==> src/rtl/mem_arbiter.sv <==
// Two-client arbiter for the single main-memory line port: the data cache wins
// ties, and a starvation counter lets the instruction cache through after a few losses.
module mem_arbiter #(
    parameter int ADDR_WIDTH      = 32,
    parameter int CACHE_LINE_SIZE = 128,
    parameter int STARVE_LIMIT    = 2
) (
    input  logic                       clk,
    input  logic                       reset,

    input  logic                       ic_req,
    input  logic [ADDR_WIDTH-1:0]      ic_addr,
    output logic                       ic_ready,
    output logic [CACHE_LINE_SIZE-1:0] ic_read_data,

    input  logic                       dc_req,
    input  logic                       dc_we,
    input  logic [ADDR_WIDTH-1:0]      dc_addr,
    input  logic [CACHE_LINE_SIZE-1:0] dc_write_data,
    output logic                       dc_ready,
    output logic [CACHE_LINE_SIZE-1:0] dc_read_data,

    output logic                       mem_req,
    output logic                       mem_we,
    output logic [ADDR_WIDTH-1:0]      mem_addr,
    output logic [CACHE_LINE_SIZE-1:0] mem_write_data,
    input  logic                       mem_ready,
    input  logic [CACHE_LINE_SIZE-1:0] mem_read_data,

    output logic [1:0]                 owner
);

    typedef enum logic [1:0] {
        IDLE    = 2'd0,
        BUSY_IC = 2'd1,
        BUSY_DC = 2'd2,
        RESP    = 2'd3
    } state_e;

    localparam logic [1:0] OWNER_NONE = 2'b00;
    localparam logic [1:0] OWNER_IC   = 2'b01;
    localparam logic [1:0] OWNER_DC   = 2'b10;

    // The counter never exceeds STARVE_LIMIT: a tie at the limit resets it.
    localparam int              CNT_W = (STARVE_LIMIT < 1) ? 1 : $clog2(STARVE_LIMIT + 1);
    localparam logic [CNT_W-1:0] LIMIT = CNT_W'(STARVE_LIMIT);

    state_e                     state_q, state_d;
    logic [CNT_W-1:0]           starve_q, starve_d;
    logic                       mem_req_q, mem_req_d;
    logic                       mem_we_q, mem_we_d;
    logic [ADDR_WIDTH-1:0]      mem_addr_q, mem_addr_d;
    logic [CACHE_LINE_SIZE-1:0] mem_wdata_q, mem_wdata_d;
    logic [1:0]                 owner_q, owner_d;
    logic                       ic_ready_q, ic_ready_d;
    logic                       dc_ready_q, dc_ready_d;
    logic [CACHE_LINE_SIZE-1:0] ic_rdata_q, ic_rdata_d;
    logic [CACHE_LINE_SIZE-1:0] dc_rdata_q, dc_rdata_d;
    logic                       grant_ic;

    always_comb begin
        // NOTE: every signal gets a default before the case so no path leaves one unassigned (no latches).
        state_d     = state_q;
        starve_d    = starve_q;
        mem_req_d   = mem_req_q;
        mem_we_d    = mem_we_q;
        mem_addr_d  = mem_addr_q;
        mem_wdata_d = mem_wdata_q;
        owner_d     = owner_q;
        ic_ready_d  = 1'b0;
        dc_ready_d  = 1'b0;
        ic_rdata_d  = ic_rdata_q;
        dc_rdata_d  = dc_rdata_q;
        grant_ic    = ic_req && (!dc_req || (starve_q >= LIMIT));

        case (state_q)
            IDLE: begin
                if (grant_ic) begin
                    state_d     = BUSY_IC;
                    starve_d    = '0;
                    mem_req_d   = 1'b1;
                    mem_we_d    = 1'b0;
                    mem_addr_d  = ic_addr;
                    mem_wdata_d = '0;
                    owner_d     = OWNER_IC;
                end else if (dc_req) begin
                    state_d     = BUSY_DC;
                    // Only a tie counts as an icache loss.
                    if (ic_req) begin
                        starve_d = starve_q + CNT_W'(1);
                    end
                    mem_req_d   = 1'b1;
                    mem_we_d    = dc_we;
                    mem_addr_d  = dc_addr;
                    mem_wdata_d = dc_write_data;
                    owner_d     = OWNER_DC;
                end
            end
            BUSY_IC: begin
                if (mem_ready) begin
                    state_d    = RESP;
                    mem_req_d  = 1'b0;
                    ic_rdata_d = mem_read_data;
                    ic_ready_d = 1'b1;
                end
            end
            BUSY_DC: begin
                if (mem_ready) begin
                    state_d    = RESP;
                    mem_req_d  = 1'b0;
                    if (!mem_we_q) begin
                        dc_rdata_d = mem_read_data;
                    end
                    dc_ready_d = 1'b1;
                end
            end
            RESP: begin
                state_d = IDLE;
                owner_d = OWNER_NONE;
            end
            default: begin
                state_d = IDLE;
                owner_d = OWNER_NONE;
            end
        endcase
    end

    // NOTE: the read-data registers are reset too, because both buses must read 0 while in reset.
    always_ff @(posedge clk or negedge reset) begin
        if (!reset) begin
            state_q     <= IDLE;
            starve_q    <= '0;
            mem_req_q   <= 1'b0;
            mem_we_q    <= 1'b0;
            mem_addr_q  <= '0;
            mem_wdata_q <= '0;
            owner_q     <= OWNER_NONE;
            ic_ready_q  <= 1'b0;
            dc_ready_q  <= 1'b0;
            ic_rdata_q  <= '0;
            dc_rdata_q  <= '0;
        end else begin
            // NOTE: non-blocking assignments so every flop samples the pre-edge values.
            state_q     <= state_d;
            starve_q    <= starve_d;
            mem_req_q   <= mem_req_d;
            mem_we_q    <= mem_we_d;
            mem_addr_q  <= mem_addr_d;
            mem_wdata_q <= mem_wdata_d;
            owner_q     <= owner_d;
            ic_ready_q  <= ic_ready_d;
            dc_ready_q  <= dc_ready_d;
            ic_rdata_q  <= ic_rdata_d;
            dc_rdata_q  <= dc_rdata_d;
        end
    end

    assign ic_ready       = ic_ready_q;
    assign ic_read_data   = ic_rdata_q;
    assign dc_ready       = dc_ready_q;
    assign dc_read_data   = dc_rdata_q;
    assign mem_req        = mem_req_q;
    assign mem_we         = mem_we_q;
    assign mem_addr       = mem_addr_q;
    assign mem_write_data = mem_wdata_q;
    assign owner          = owner_q;

endmodule

==> config.mk <==
export PLATFORM = sky130hd
export DESIGN_NAME = mem_arbiter
export DESIGN_NICKNAME = d
export VERILOG_FILES = /design/src/rtl/mem_arbiter.sv
export SDC_FILE = /design/constraint.sdc
export NUM_CORES = 1
export LEC_CHECK = 0
export ABC_AREA = 1
export CORE_AREA = 2 2 291 293
export CTS_BUF_LIST = sky130_fd_sc_hd__clkbuf_2 sky130_fd_sc_hd__clkbuf_4 sky130_fd_sc_hd__clkbuf_8
export DETAILED_ROUTE_END_ITERATION = 16
export DIE_AREA = 0 0 293 295
export SLEW_MARGIN = 15
export SYNTH_ARGS = -nofsm -noshare
export SYNTH_HDL_FRONTEND = slang
export SYNTH_SLANG_ARGS = --single-unit
==> constraint.sdc <==
create_clock -name clk -period 4.4 [get_ports clk]
set_clock_uncertainty 0.2 [all_clocks]
set_input_delay 0.88 -clock clk [delete_from_list [all_inputs] [get_ports clk]]
set_output_delay 0.88 -clock clk [all_outputs]
set_load 0.02 [all_outputs]
==> summary.json <==
{
  "setup_path": {
    "setup.worst_path.end": "dc_read_data[19]",
    "cp_max_fo": 2,
    "critical_path.max_stage_delay_ns": 0.85,
    "critPathRequiredTime_ns": 3.32,
    "rr_worst_depth": 8,
    "path_delay_family": "buffers and inverters",
    "sum_of_buffers_and_inverters_on_the_critical_path": 1,
    "critical_path.reg2reg.endpoint": "mem_addr[0]$_DFFE_PN0P_",
    "worst-r2r-setup-slack_ns": 1.67,
    "cp-startpoint": "dc_read_data[19]$_DFFE_PN0P_",
    "critical_path_cell_count": 1,
    "endpoint_kind": "primary output",
    "critical_path_class": "reg2out",
    "crit_arrival_ns": 1.85,
    "path_cells": "clkdlybuf4s50_1",
    "r2r_start": "state_q[0]$_DFFE_PN0P_",
    "crit_start_category": "flip-flop",
    "cpMaxStageDelayCell": "clkdlybuf4s50_1"
  },
  "layout": {
    "multi_input_comb_area_um2": 4800,
    "cell_area_after_layout_um2": 26900,
    "share_of_final_layout_standard_cells_stronger_than_drive_strength_1_pct": 6.38,
    "final-instance-count-excl-fill": 3688,
    "syn_to_final_growth_pct": 62.3,
    "net_count_of_the_finished_layout": 2884,
    "nFillCells": 8628,
    "seqCellArea_um2": 10700,
    "utilization_pct": 32.3
  },
  "timing": {
    "setup_repair_after_global_routing_missed_its_margin": "false",
    "worst-slew-pin-transition_ns": 1.08,
    "maxClockFrequency_ghz": 0.341,
    "timing.final.crit_period_ns": 2.93,
    "timing.setup.tns_ns": 0,
    "worst_setup_slack_after_layout_ns": 1.47,
    "final-hold-violation-count": 0,
    "final_max_slew_viol_count": 0,
    "timing.max_slew.rel_slack_pct": 27.4,
    "worst_hold_slack_ns": 0.0212,
    "final_setup_violating_endpoints": 0,
    "timing.final.crit_share_pct": 66.6
  },
  "logic_synthesis": {
    "yosys.cell_count.top_type": "nand2_1",
    "synth_fp_nets": 2144,
    "syn-mean-instance-area_um2": 9.15,
    "synthesis.area_um2": 16600,
    "post_synth_most_frequent_cells": "nand2_1 (625), dfrtp_1 (426), o21ai_0 (263)",
    "sequential_cell_area_fraction_in_the_yosys_report_pct": 64.3,
    "yosysTopAreaCellShare_pct": 64.3,
    "synth_cells": 1812,
    "synth-edff-count": 0,
    "synthesis.yosys.warnings": 0,
    "synth_top_flop_cell": "dfrtp_1",
    "synth_cell_type_count": 16,
    "ys_top_cells_by_area": "dfrtp_1 (64%), nand2_1 (14%), o21ai_0 (7.9%)",
    "synth-async-reset-ratio_pct": 100,
    "synthDominantAreaCellType": "dfrtp_1",
    "postSynthRegisterBits": 426
  },
  "detailed_routing": {
    "vias_per_cell": 4.02,
    "ant_nets": 0,
    "detailedRoute.firstIterationViolations": 845,
    "routed_wirelength_mm": 61.9,
    "detail_route.drc_violations": 0,
    "avgRoutedWirePerCell_um": 16.8,
    "drt_pass1_iterations": 5,
    "dr_total_vias": 14800
  },
  "placed_design": {
    "placed_cells_incl_taps": 3550,
    "placement.cell_area_um2": 25300,
    "gp_congestion": 0.867,
    "detailedPlace.worstSlack_ns": 0.988,
    "dp.final_hpwl_mm": 44.3,
    "io_buffer_count": 747
  },
  "clock_network": {
    "clock_path_buffers": 3,
    "clk_sink_count": 426,
    "clk_lat_worst_skew_ns": 0.64,
    "tritoncts": "built",
    "cts_root_buffer_type": "clkbuf_8",
    "total_cts_buffers": 80,
    "post_cts_buffers": 0,
    "cts_max_level": 3,
    "clkTransAtPathRegs_ns": 0.06,
    "ctsResizeCount": 0,
    "postCtsHoldBufs": 0
  },
  "global_route": {
    "largest_net_degree_at_the_start_of_global_routing": 164,
    "gr-usage-all-layers_pct": 13.8,
    "grt_pass1_vias": 14900,
    "overflow": 0,
    "grt_pass1_wl_mm": 92.0,
    "number_of_antenna_violations_at_the_first_check_in_global_routing": 7
  },
  "floorplan": {
    "chipWidth_um": 293,
    "die_y_um": 295,
    "floorplan_core_area_um2": 83200,
    "core.rowCount": 106,
    "start_util_pct": 19.9,
    "dieArea_um2": 86400,
    "ioPinCount": 748
  },
  "power": {
    "power.internal_mw": 12.1,
    "cellPowerDensity_nw_per_um2": 753,
    "report.power.total_mw": 20.3,
    "pwr-share-comb_pct": 47.5,
    "power.net_switching_mw": 8.17,
    "switching_share_pct": 40.3,
    "power_frac_seq_pct": 33.0,
    "worst_ir_drop_vdd_uv": 326,
    "power.share.clock_pct": 19.5,
    "power_leakage_nw": 12.7
  },
  "flow_run": {
    "cap_viol_max_count": 0
  },
  "hold_path": {
    "worst_hold_path_type": "in2async"
  },
  "status": {
    "run_status": "finished, final reports clean"
  }
}
-- flip-flops by register name, indices dropped and copies added, names as in the netlist --
signal,cells
dc_read_data,128
dc_ready,1
ic_read_data,128
ic_ready,1
mem_addr,32
mem_req,1
mem_we,1
mem_write_data,128
owner,2
starve_q,2
state_q,2
-- kinds of logic (layout without fill, tap and decap cells) --
family          Yosys count  in the layout  share of synthesized area (%)
flops                   426            426                           64.3
simple gates            830            830                           20.4
other cells               0              5                              0
compound gates          264            264                           7.99
buf+inv                 286           1077                           6.86
fa+ha+maj                 6              6                          0.453
-- metal layers --
layer  global-route usage, %  vias to the layer above  part of all wire (%)  routed length [um]
met3                    4.80                      134                   8.3                5140
met1                    16.5                     6952                    40               25100
li1                        -                     7198                     -                   -
met5                       0                        -                 0.060                  37
met2                    22.3                      548                    48               29500
met4                    6.14                        6                   3.6                2220
-- cell type report --
| type | count | share of cell area, % |
|---|---|---|
| inverters | 172 | 2.40 |
| multi-input cells | 1100 | 17.9 |
| repair buffers | 772 | 29.1 |
| clock buffers | 120 | 5.47 |
| well taps | 1080 | 5.02 |
| flip-flops and latches | 426 | 39.6 |
| clock inverters | 13 | 0.498 |
| diodes | 5 | 0.0465 |
-- worst min-delay path by stage --
stage	cells after the start	endpoint	slack (ns)	startpoint
CTS	1	mem_write_data[26]$_DFFE_PN0P_	0.01	reset
detailed placement	2	mem_write_data[50]$_DFFE_PN0P_	0.26	mem_write_data[50]$_DFFE_PN0P_
global route	1	mem_write_data[26]$_DFFE_PN0P_	0.02	reset
floorplan	1	starve_q[0]$_DFFE_PN0P_	0.26	starve_q[0]$_DFFE_PN0P_
finish	1	mem_write_data[26]$_DFFE_PN0P_	0.02	reset
global placement	2	mem_write_data[73]$_DFFE_PN0P_	0.26	mem_write_data[73]$_DFFE_PN0P_
-- power by group through the flow --
stage | logic (mW) | registers (mW) | clock network [mW]
floorplan | 2.54 | 8.77 | 0
global placement | 9.69 | 6.66 | 0
detailed placement | 9.74 | 6.70 | 0
CTS | 9.77 | 6.68 | 4.13
global route | 10.4 | 6.90 | 4.29
finish | 9.63 | 6.68 | 3.95
-- cell usage in the layout (no fill, tap or decap) --
master / instances
clkinvlp_4: 2
clkinv_2: 5
buf_8: 1
buf_4: 13
o21ai_0: 263
inv_12: 1
nor2_1: 4
diode_2: 5
o21ai_4: 1
nor2_4: 1
nand2_2: 1
clkinv_1: 1
inv_8: 2
clkbuf_4: 29
nand2_4: 3
inv_6: 1
inv_2: 1
clkdlybuf4s50_1: 746
bufinv_16: 1
clkinv_8: 1
dfrtp_1: 426
buf_12: 12
ha_1: 6
inv_1: 170
nand3_1: 198
nand2_1: 623
clkbuf_8: 91
Power figures use the tool's default switching activity.
==> RTL edit (same flow settings) <==
Encoding of `state_e`: now Gray code (2 bits for 4 states).
--- a/src/rtl/mem_arbiter.sv
+++ b/src/rtl/mem_arbiter.sv
@@ -31,10 +31,10 @@
 );
 
     typedef enum logic [1:0] {
-        IDLE    = 2'd0,
-        BUSY_IC = 2'd1,
-        BUSY_DC = 2'd2,
-        RESP    = 2'd3
+        IDLE    = 2'b00,
+        BUSY_IC = 2'b01,
+        BUSY_DC = 2'b11,
+        RESP    = 2'b10
     } state_e;
 
     localparam logic [1:0] OWNER_NONE = 2'b00;
Check against the original RTL: same outputs for any inputs over 4 cycles, from zero or initial values and one cycle with reset low; so few cycles prove little.
==> RTL edit against the original RTL <==
Wire length up 1.1%. Synthesized area down 1.3%. Total power up 0.63%. Cell area about the same. Final cell count down 1.4%. Sequential share of layout area about the same. Sequential cell count unchanged. Sequential power down 0.6%. Setup slack better by 5.9 ps. Critical path depth unchanged. Critical path type unchanged. Combinational power down 2.6%. Non-clock buffer count up 11. Critical endpoint is now mem_write_data[111]. Highest routed layer unchanged. Core utilization about the same.
==> RTL edit: results (changes against the original RTL) <==
pwr:
  p_leak_nw: 12.5  # was 12.7 nW
  ir_worst_vdd_v: 0.000335  # was 0.000326 V
setup_path:
  crit_family: "buffers and inverters"  # unchanged
  r2r-start: "state_q[0]"  # unchanged
  path_max_fanout: 2  # unchanged
  crit_path_end: "mem_write_data[111]"  # was dc_read_data[19]
  reg2reg_depth: 5  # was 8
  r2r_slack_ps: 2240  # was 1670 ps
  reg2reg_to: "ic_read_data[29]"  # was mem_addr[0]
  critical_path_arrival_ps: 1840
  max_stage_delay_ps: 810  # was 850 ps
  worstSetupStartpoint: "mem_write_data[111]"  # was dc_read_data[19]
  cpMaxStageDelayCell: "clkdlybuf4s50_1"  # unchanged
synthesis:
  syn_inst: 1732  # was 1812
  post_synth_num_cell_types: 16  # unchanged
  ys.flop_type: "dfrtp_1"  # unchanged
  ys_seq_area_share_pct: 65.1  # was 64.3%
  synth.area.top_cells: "dfrtp_1 (65%), nand2_1 (13%), nand3_1 (6.9%)"  # was dfrtp_1 (64%), nand2_1 (14%), o21ai_0 (7.9%)
  syn_nets: 2059  # was 2144
  synthArstFlopShare_pct: 100  # unchanged
  synthTopCellsByCount: "nand2_1 (556), dfrtp_1 (426), nand3_1 (226), o21ai_0 (143), inv_1 (136)"  # was nand2_1 (625), dfrtp_1 (426), o21ai_0 (263), nand3_1 (198), inv_1 (170)
  yosysWarnings: 0  # unchanged
job:
  maxCapViolCount: 0  # unchanged
clocking:
  numClockSinks: 426  # unchanged
  clk_latency_ps: 670  # was 640 ps
  cts_setup_buffers: 0  # unchanged
  cts_buffers: 81  # was 80
  htreeDepth: 3  # unchanged
  cts_buffer_depth: 3  # unchanged
  postCtsResizedCells: 0  # unchanged
  cts.clk_slew.worst_paths_ps: 50
  cts-root-buf: "clkbuf_8"  # unchanged
drt:
  drt_pass1_iterations: 5  # unchanged
  wire_per_inst_um: 17.2  # was 16.8 um
  drtIter0Drc: 755  # was 845
  wl_mm: 62.6  # was 61.9 mm
  via_per_inst: 4.05  # was 4.02
placed_design:
  place_area_mm2: 0.0250  # was 0.0253 mm^2
  dp_cells: 3480  # was 3550
  io_buffers: 747  # unchanged
  dp_hpwl_mm: 45.9  # was 44.3 mm
  place.gp.congestion: 0.840  # was 0.867
finish:
  layout.nets: 2810  # was 2884
  drive_gt1_share_pct: 7.43  # was 6.38%
global_route:
  grt_max_degree: 125  # was 164
  grt_pass1_vias: 14891  # was 14917
  antenna_found_initial: 8  # was 7
  track_usage_pct: 14.1  # was 13.8%
  grt_pass1_wl_mm: 92.8  # was 92.0 mm
min_path:
  hold_class: "in2async"  # unchanged
timing:
  relSlewSlack_pct: 41.4  # was 27.4%
outcome:
  outcome: "completed"  # unchanged
==> RTL edit: cell types whose count changed after synthesis, moves of 8 or more <==
cell	unedited run	this run
nand3_1	198	226
buf_1	10	0
nand2_1	625	556
buf_2	45	80
o21ai_1	0	120
clkbuf_1	57	25
buf_6	0	8
o21ai_0	263	143
inv_1	170	136
==> RTL edit: layer usage <==
metal | vias up | global-route usage, % | share of wire, %
met1 | 6858 | 16.5 | 39
met2 | 615 | 22.6 | 47
met5 | - | 0 | 0.042
met4 | 4 | 7.24 | 4.4
met3 | 163 | 5.01 | 8.9
li1 | 7065 | - | -
==> RTL edit: how the worst min path moves through the flow <==
stage / endpoint / depth (start not counted)
global placement: mem_write_data[89] / 2
CTS: mem_write_data[95] / 1
floorplan: state_q[1] / 2
detailed placement: mem_write_data[99] / 2
global route: ic_ready / 1
finish: mem_addr[22] / 1
==> RTL edit: cells by family after synthesis <==
| group | count (synthesis) | synth area share, % |
|---|---|---|
| buf+inv | 253 | 6.83 |
| compound gates | 264 | 8.07 |
| flops | 426 | 65.1 |
| simple gates | 788 | 19.9 |
| fa+ha+maj | 1 | 0.0765 |
==> RTL edit: area by class of cell <==
class,instances,area [um^2]
fill,8656,56300
sequential,426,10700
timing repair buffer,783,7890
multi-input combinational,1053,4610
clock buffer,122,1520
tap,1080,1350
inverter,138,520
clock inverter,22,305
antenna,11,27.5
==> RTL edit: power by group <==
| group | leakage, nW | internal [W] | switching [W] |
|---|---|---|---|
| logic | 6.20 | 0.00410 | 0.00527 |
| registers | 5.38 | 0.00566 | 0.000986 |
| clock network | 0.968 | 0.00257 | 0.00179 |
| total | 12.5 | 0.0123 | 0.00805 |
==> RTL edit: through the flow <==
step	utilization, %	worst slack, ps	hold slack, ps
after CTS	32.3	1360	76.2
after floorplan	-	2470	298
after detailed placement	30.1	1320	264
after global placement	30.1	1360	262
after global routing	32.3	1330	104
final	32.3	1480	114
